[src/rtl/menu_pkg.sv]
// Shared types for the menu sequencer: screen states, menu_sel codes and cursor width.
package menu_pkg;

  localparam int CURSOR_W = 4;

  typedef enum logic [2:0] {
    IDLE     = 3'd0,
    M_MODO   = 3'd1,
    M_BPM    = 3'd2,
    M_TOM    = 3'd3,
    M_MUSICA = 3'd4,
    FIM      = 3'd5
  } estado_t;

  localparam logic [2:0] SEL_IDLE   = 3'd0;
  localparam logic [2:0] SEL_MODO   = 3'd1;
  localparam logic [2:0] SEL_BPM    = 3'd2;
  localparam logic [2:0] SEL_TOM    = 3'd3;
  localparam logic [2:0] SEL_MUSICA = 3'd4;
  localparam logic [2:0] SEL_FIM    = 3'd5;

  // Screen code shown to the display/Arduino link for a given state.
  function automatic logic [2:0] sel_of(input estado_t st);
    logic [2:0] sel;
    case (st)
      IDLE:     sel = SEL_IDLE;
      M_MODO:   sel = SEL_MODO;
      M_BPM:    sel = SEL_BPM;
      M_TOM:    sel = SEL_TOM;
      M_MUSICA: sel = SEL_MUSICA;
      FIM:      sel = SEL_FIM;
      default:  sel = SEL_IDLE;
    endcase
    return sel;
  endfunction

endpackage

[src/rtl/detector_borda.sv]
// One-bit rising-edge detector: remembers last cycle's level and flags a 0->1 change.
module detector_borda (
  input  logic clock,
  input  logic reset,
  input  logic sinal,
  output logic borda
);

  logic sinal_q;
  logic sinal_d;

  // Previous level follows the input every cycle.
  always_comb begin
    sinal_d = sinal;
  end

  // Previous-level register, synchronous active-high reset.
  always_ff @(posedge clock) begin
    if (reset) begin
      sinal_q <= 1'b0;
    end else begin
      sinal_q <= sinal_d;
    end
  end

  assign borda = sinal & ~sinal_q;

endmodule

[src/rtl/menu_configurador.sv]
// Menu sequencer: mode -> BPM -> tone -> song, one-hot commits, completion pulse.
// Optional inactivity abort is enabled with the MENU_TIMEOUT_EN macro.
module menu_configurador
  import menu_pkg::*;
#(
  parameter int CLOCK_FREQ = 50000000,
  parameter int MODO       = 6,
  parameter int BPM        = 2,
  parameter int TOM        = 4,
  parameter int MUSICA     = 16,
  parameter logic [MODO-1:0] SEM_MUSICA = 6'b100000,
  parameter int TIMEOUT_S  = 10
) (
  input  logic              clock,
  input  logic              reset,
  input  logic              inicia_menu,
  input  logic              right_arrow_pressed,
  input  logic              left_arrow_pressed,
  input  logic              enter_pressed,
  output logic [2:0]        menu_sel,
  output logic [CURSOR_W-1:0] cursor,
  output logic [MODO-1:0]   modos_reg,
  output logic [BPM-1:0]    bpm_reg,
  output logic [TOM-1:0]    tom_reg,
  output logic [MUSICA-1:0] musica_reg,
  output logic              mostra_menu,
  output logic              config_pronta,
  output logic              cancelado
);

  localparam logic [CURSOR_W-1:0] LAST_MODO   = CURSOR_W'(MODO - 1);
  localparam logic [CURSOR_W-1:0] LAST_BPM    = CURSOR_W'(BPM - 1);
  localparam logic [CURSOR_W-1:0] LAST_TOM    = CURSOR_W'(TOM - 1);
  localparam logic [CURSOR_W-1:0] LAST_MUSICA = CURSOR_W'(MUSICA - 1);
  localparam int TIMEOUT_CYC = CLOCK_FREQ * TIMEOUT_S;

  estado_t state_q, state_d;
  logic [CURSOR_W-1:0] cursor_q, cursor_d;
  logic [MODO-1:0]   modos_q, modos_d;
  logic [BPM-1:0]    bpm_q, bpm_d;
  logic [TOM-1:0]    tom_q, tom_d;
  logic [MUSICA-1:0] musica_q, musica_d;
  logic cancelado_q, cancelado_d;
  logic [CURSOR_W-1:0] last_s;
  logic right_s, left_s, enter_s;
  logic menu_ativo_s, timeout_s;

  detector_borda u_borda_right (.clock(clock), .reset(reset), .sinal(right_arrow_pressed), .borda(right_s));
  detector_borda u_borda_left  (.clock(clock), .reset(reset), .sinal(left_arrow_pressed),  .borda(left_s));
  detector_borda u_borda_enter (.clock(clock), .reset(reset), .sinal(enter_pressed),       .borda(enter_s));

  assign menu_ativo_s = (state_q == M_MODO) || (state_q == M_BPM) ||
                        (state_q == M_TOM)  || (state_q == M_MUSICA);

`ifdef MENU_TIMEOUT_EN
  localparam int TMR_W = (TIMEOUT_CYC > 1) ? $clog2(TIMEOUT_CYC) : 1;
  localparam logic [TMR_W-1:0] TMR_LAST = TMR_W'(TIMEOUT_CYC - 1);

  logic [TMR_W-1:0] tmr_q, tmr_d;
  logic atividade_s;

  // Any key edge or restart counts as activity; enter also implies a state change.
  always_comb begin
    atividade_s = right_s | left_s | enter_s | inicia_menu;
    timeout_s   = menu_ativo_s && (tmr_q == TMR_LAST) && !atividade_s;
    if (!menu_ativo_s || atividade_s || timeout_s) begin
      tmr_d = {TMR_W{1'b0}};
    end else begin
      tmr_d = tmr_q + {{(TMR_W-1){1'b0}}, 1'b1};
    end
  end

  // Inactivity counter register.
  always_ff @(posedge clock) begin
    if (reset) begin
      tmr_q <= {TMR_W{1'b0}};
    end else begin
      tmr_q <= tmr_d;
    end
  end
`else
  logic [31:0] unused_timeout_cfg;
  assign unused_timeout_cfg = 32'(TIMEOUT_CYC);
  assign timeout_s = 1'b0;
`endif

  // Size of the menu currently on screen, as its highest cursor index.
  always_comb begin
    case (state_q)
      M_MODO:   last_s = LAST_MODO;
      M_BPM:    last_s = LAST_BPM;
      M_TOM:    last_s = LAST_TOM;
      M_MUSICA: last_s = LAST_MUSICA;
      default:  last_s = {CURSOR_W{1'b0}};
    endcase
  end

  // Next-state, cursor movement and one-hot commit.
  always_comb begin
    state_d     = state_q;
    cursor_d    = cursor_q;
    modos_d     = modos_q;
    bpm_d       = bpm_q;
    tom_d       = tom_q;
    musica_d    = musica_q;
    cancelado_d = 1'b0;
    case (state_q)
      IDLE: begin
        if (inicia_menu) begin
          state_d  = M_MODO;
          cursor_d = {CURSOR_W{1'b0}};
        end else begin
          state_d = IDLE;
        end
      end
      M_MODO, M_BPM, M_TOM, M_MUSICA: begin
        if (timeout_s) begin
          state_d     = IDLE;
          cursor_d    = {CURSOR_W{1'b0}};
          cancelado_d = 1'b1;
        end else if (inicia_menu) begin
          state_d  = M_MODO;
          cursor_d = {CURSOR_W{1'b0}};
        end else if (enter_s) begin
          cursor_d = {CURSOR_W{1'b0}};
          case (state_q)
            M_MODO: begin
              modos_d = MODO'(1) << cursor_q;
              state_d = M_BPM;
            end
            M_BPM: begin
              bpm_d   = BPM'(1) << cursor_q;
              state_d = M_TOM;
            end
            M_TOM: begin
              tom_d = TOM'(1) << cursor_q;
              // The mode was committed earlier in this pass; songless modes finish here.
              if ((modos_q & SEM_MUSICA) != {MODO{1'b0}}) begin
                state_d = FIM;
              end else begin
                state_d = M_MUSICA;
              end
            end
            M_MUSICA: begin
              musica_d = MUSICA'(1) << cursor_q;
              state_d  = FIM;
            end
            default: state_d = IDLE;
          endcase
        end else if (right_s && !left_s) begin
          cursor_d = (cursor_q == last_s) ? {CURSOR_W{1'b0}} : cursor_q + {{(CURSOR_W-1){1'b0}}, 1'b1};
        end else if (left_s && !right_s) begin
          cursor_d = (cursor_q == {CURSOR_W{1'b0}}) ? last_s : cursor_q - {{(CURSOR_W-1){1'b0}}, 1'b1};
        end else begin
          cursor_d = cursor_q;
        end
      end
      FIM:     state_d = IDLE;
      default: state_d = IDLE;
    endcase
  end

  // State, cursor and configuration registers; committed choices reset to index 0.
  always_ff @(posedge clock) begin
    if (reset) begin
      state_q     <= IDLE;
      cursor_q    <= {CURSOR_W{1'b0}};
      modos_q     <= MODO'(1);
      bpm_q       <= BPM'(1);
      tom_q       <= TOM'(1);
      musica_q    <= MUSICA'(1);
      cancelado_q <= 1'b0;
    end else begin
      state_q     <= state_d;
      cursor_q    <= cursor_d;
      modos_q     <= modos_d;
      bpm_q       <= bpm_d;
      tom_q       <= tom_d;
      musica_q    <= musica_d;
      cancelado_q <= cancelado_d;
    end
  end

  assign menu_sel      = sel_of(state_q);
  assign cursor        = cursor_q;
  assign modos_reg     = modos_q;
  assign bpm_reg       = bpm_q;
  assign tom_reg       = tom_q;
  assign musica_reg    = musica_q;
  assign mostra_menu   = menu_ativo_s;
  assign config_pronta = (state_q == FIM);
  assign cancelado     = cancelado_q;

endmodule

[config.mk]
export PLATFORM = sky130hd
export DESIGN_NAME = menu_configurador
export DESIGN_NICKNAME = d
export VERILOG_FILES = /design/src/rtl/menu_pkg.sv /design/src/rtl/detector_borda.sv /design/src/rtl/menu_configurador.sv
export SDC_FILE = /design/constraint.sdc
export NUM_CORES = 1
export LEC_CHECK = 0
export CAP_MARGIN = 15
export CORE_UTILIZATION = 50
export CTS_CLUSTER_DIAMETER = 60
export CTS_CLUSTER_SIZE = 8
export DETAILED_ROUTE_END_ITERATION = 6
export PLACE_DENSITY = 0.89
export SETUP_SLACK_MARGIN = 0.5
export SKIP_LAST_GASP = 1
export SLEW_MARGIN = 20
export SYNTH_ARGS = -nofsm -noshare
export SYNTH_HDL_FRONTEND = slang
export SYNTH_SLANG_ARGS = --single-unit
[constraint.sdc]
create_clock -name clock -period 2.6 [get_ports clock]
set_input_delay 0.52 -clock clock [delete_from_list [all_inputs] [get_ports clock]]
set_output_delay 0.52 -clock clock [all_outputs]
set_load 0.01 [all_outputs]
==> flow_summary_export.csv <==
group,metric,value,unit
layout,antennaDiodeCount,0,
routing,vias_per_cell,5.73,
timing,finClkSkew,7.82,ps
setup_path,critPathKind,"flip-flop to primary output",
logic_synthesis,synth.avg_cell_area,8.05,sq um
logic_synthesis,ys_warn_count,0,
logic_synthesis,synth_xor_area_share,0.903,%
logic_synthesis,synthSimpleGateAreaFrac,31.3,%
timing,period_minus_slack,2060,ps
global_route,grt_max_degree,28,
logic_synthesis,synth.distinct_cells,44,
run_status,status,"finished clean",
pwr,ir_drop,439,uV
layout,final_common_cell,"clkdlybuf4s50_1",
place,dp_hpwl,3280,um
routing,drt-pass1-iter-count,4,
global_route,grt-ovfl-total,0,
layout,fin_cells,334,
setup_path,reg2reg_from,"state_q[1]",
setup_path,cpPeakStageDelay,530,ps
timing,setup_violations,0,
flow_run,maxCapViolations,0,
die,die_h,64.3,um
setup_path,crit_required,2080,ps
clocking,cts.root.buffer_cell,"clkbuf_8",
hold_path,hold_class,"flip-flop to flip-flop",
global_route,grt_pass1_vias,1768,
layout,fillCellCount,292,
clocking,cts_hold_buf,0,
logic_synthesis,synth_top_family_by_area,"simple AND/OR/NAND/NOR gates",
clocking,htreeDepth,2,
layout,drive_above_1_share,10.5,%
die,start_util,52.6,%
timing,report.final.slew_viol_count,0,
routing,drc_errors,0,
setup_path,critical_path.cell_chain,"inv_1, nor2_1, and2_1, clkdlybuf4s50_1",
routing,wl,5020,um
clocking,cts_tree,"built",
logic_synthesis,postSynthCellCount,241,
timing,setup_slack,536,ps
timing,tightest_slew,527,ps
global_route,grt_usage,26.1,%
timing,relSlewSlack,64.5,%
global_route,grt_pass1_wl,8420,um
timing,hold_slack,452,ps
place,dp_slack,261,ps
timing,min_period_over_period,79.4,%
logic_synthesis,syn_nets,255,
setup_path,cp-end-kind,"primary output",
routing,drt_iter0_markers,128,
logic_synthesis,synth.cell_area,1940,sq um
global_route,antenna_found_initial,0,
clocking,cts_buffers,5,
setup_path,cp-start-kind,"flip-flop",
routing,wl_per_cell,15.0,um
clocking,numClockSinks,38,
place,numPortBuffers,42,
logic_synthesis,yosysSeqAreaShare,39.2,%
timing,final.setup.tns,0,ps
die,num_rows,22,
place,dp_cells,320,
logic_synthesis,synth-adder-area-share,5.16,%
setup_path,critPathSlowestCell,"clkdlybuf4s50_1",
pwr,power.leakage,0.952,nW
layout,nNetsFinal,299,
routing,dr_total_vias,1914,
pwr,power.density,507,nW/um^2
die,io_pins,44,
logic_synthesis,ys_ff_latch,38,
routing,postRouteAntennaNets,0,
die,coreArea,3690,sq um
logic_synthesis,yosysTopAreaCell,"dfxtp_1",
logic_synthesis,synth_compound_area_share,15.7,%
setup_path,worst_ep_arrival_time,1540,ps
timing,rsz0062_at_grt,"yes",
timing,fmax,485,MHz
hold_path,holdCritStartpoint,"musica_reg[11]",
clocking,max-clock-path-buffers,2,
clocking,clk_latency,290,ps
clocking,cts.clk_slew.worst_paths,80,ps
die,die_w,64.3,um
die,die_area,4130,sq um
setup_path,worst-path-max-fanout,6,
setup_path,cp-startpoint,"state_q[2]",
layout,area_growth,33.1,%
logic_synthesis,synth_top_area_share,39.2,%
layout,final_cell_mix,"clkdlybuf4s50_1 (40), dfxtp_1 (34), nand2_1 (32)",
layout,largest_reg_flops,16,
logic_synthesis,synthMuxAreaShare,2.06,%
place,gp_congestion,0.888,
logic_synthesis,synth.area.top_cells,"dfxtp_1 (39%), a21oi_1 (7.7%), nand2_1 (6.2%), ha_1 (5.2%), nand3_1 (4.6%)",
timing,hold_violations,0,
## area by class of cell
cell class                 instances  area (sq um)  share of cell area [%]
tap                               48          60.1                    2.32
inverter                           4          15.0                   0.581
sequential                        38           773                    29.9
clock inverter                     3          68.8                    2.66
clock buffer                       5          68.8                    2.66
multi-input combinational        181          1080                    41.7
timing repair buffer              55           519                    20.1
## kinds of logic (layout without fill, tap and decap cells)
logic type                 Yosys count  after routing
muxes                                4              4
xor gates and xnor gates             2              2
buffers and inverters               22             67
other                                1              1
AOI/OAI and AO/OA                   52             52
DFF                                 38             38
adders and majority gates            8              8
and+or+nand+nor                    114            114
## where the power goes
part,leakage (nW),switching [mW],internal (mW)
clock network,0.0683,0.221,0.385
logic,0.573,0.0618,0.0485
registers,0.310,0.00912,0.586
total,0.952,0.292,1.02
## path summary, 6_finish.rpt
path                    end  cells past startpoint  slack (ps)
min reg2reg  musica_reg[11]                      2         450
max           config_pronta                      4         540
min          musica_reg[11]                      2         450
max reg2reg       cursor[1]                      6         670
## metal layers
metal / up-vias / share of wire (%) / GRT usage [%]
li1: 930 / - / -
met1: 913 / 44 / 34.5
met2: 58 / 49 / 42.2
met3: 13 / 5.7 / 5.36
met4: 0 / 1.7 / 8.06
met5: - / 0 / 0
## metrics by stage
stage	cell area, sq um	total power, mW	utilization (%)
after floorplan	1940	0.678	-
after global placement	2380	0.713	64.6
after detailed placement	2380	0.715	64.6
after CTS	2540	1.31	69.0
after global routing	2580	1.36	70.0
final	2580	1.31	70.0
## critical path, delay by kind of cell (launching register included)
family                 cells  cell delay [ps]
flip-flops                 1              390
buffers and inverters      2              600
AND/OR/NAND/NOR            2              260
## what timing repair did
item                       CTS  global route
setup buffers                2             4
setup endpoints to repair    6            19
gates resized for setup      7             5
## Yosys cell counts
| cell | number |
|---|---|
| nor3b_1 | 3 |
| and2_1 | 4 |
| clkbuf_1 | 10 |
| conb_1 | 1 |
| a31oi_1 | 1 |
| dfxtp_1 | 38 |
| o221ai_1 | 1 |
| o21ai_0 | 6 |
| nand4_1 | 6 |
| nor4b_1 | 1 |
| inv_1 | 4 |
| or3_1 | 3 |
| o21ai_1 | 1 |
| o32ai_1 | 1 |
| o211ai_1 | 1 |
| a21oi_1 | 30 |
| a211oi_1 | 2 |
| or2_1 | 1 |
| nand3b_1 | 5 |
| a211o_1 | 2 |
| buf_2 | 4 |
| xor2_1 | 2 |
| nor2_1 | 13 |
| nor4_1 | 2 |
| nand4bb_1 | 1 |
| buf_4 | 3 |
| ha_1 | 8 |
| mux2i_1 | 4 |
| nor2b_1 | 11 |
| nor3b_2 | 1 |
| o21a_1 | 1 |
| buf_6 | 1 |
| nand4b_1 | 1 |
| o31ai_1 | 2 |
| a21boi_0 | 1 |
| nand2b_1 | 8 |
| o21ai_2 | 1 |
| and3_1 | 1 |
| a2111oi_1 | 1 |
| nor3_1 | 2 |
| or3_4 | 1 |
| nand3_1 | 18 |
| a21boi_1 | 1 |
| nand2_1 | 32 |
Power figures use the tool's default switching activity.
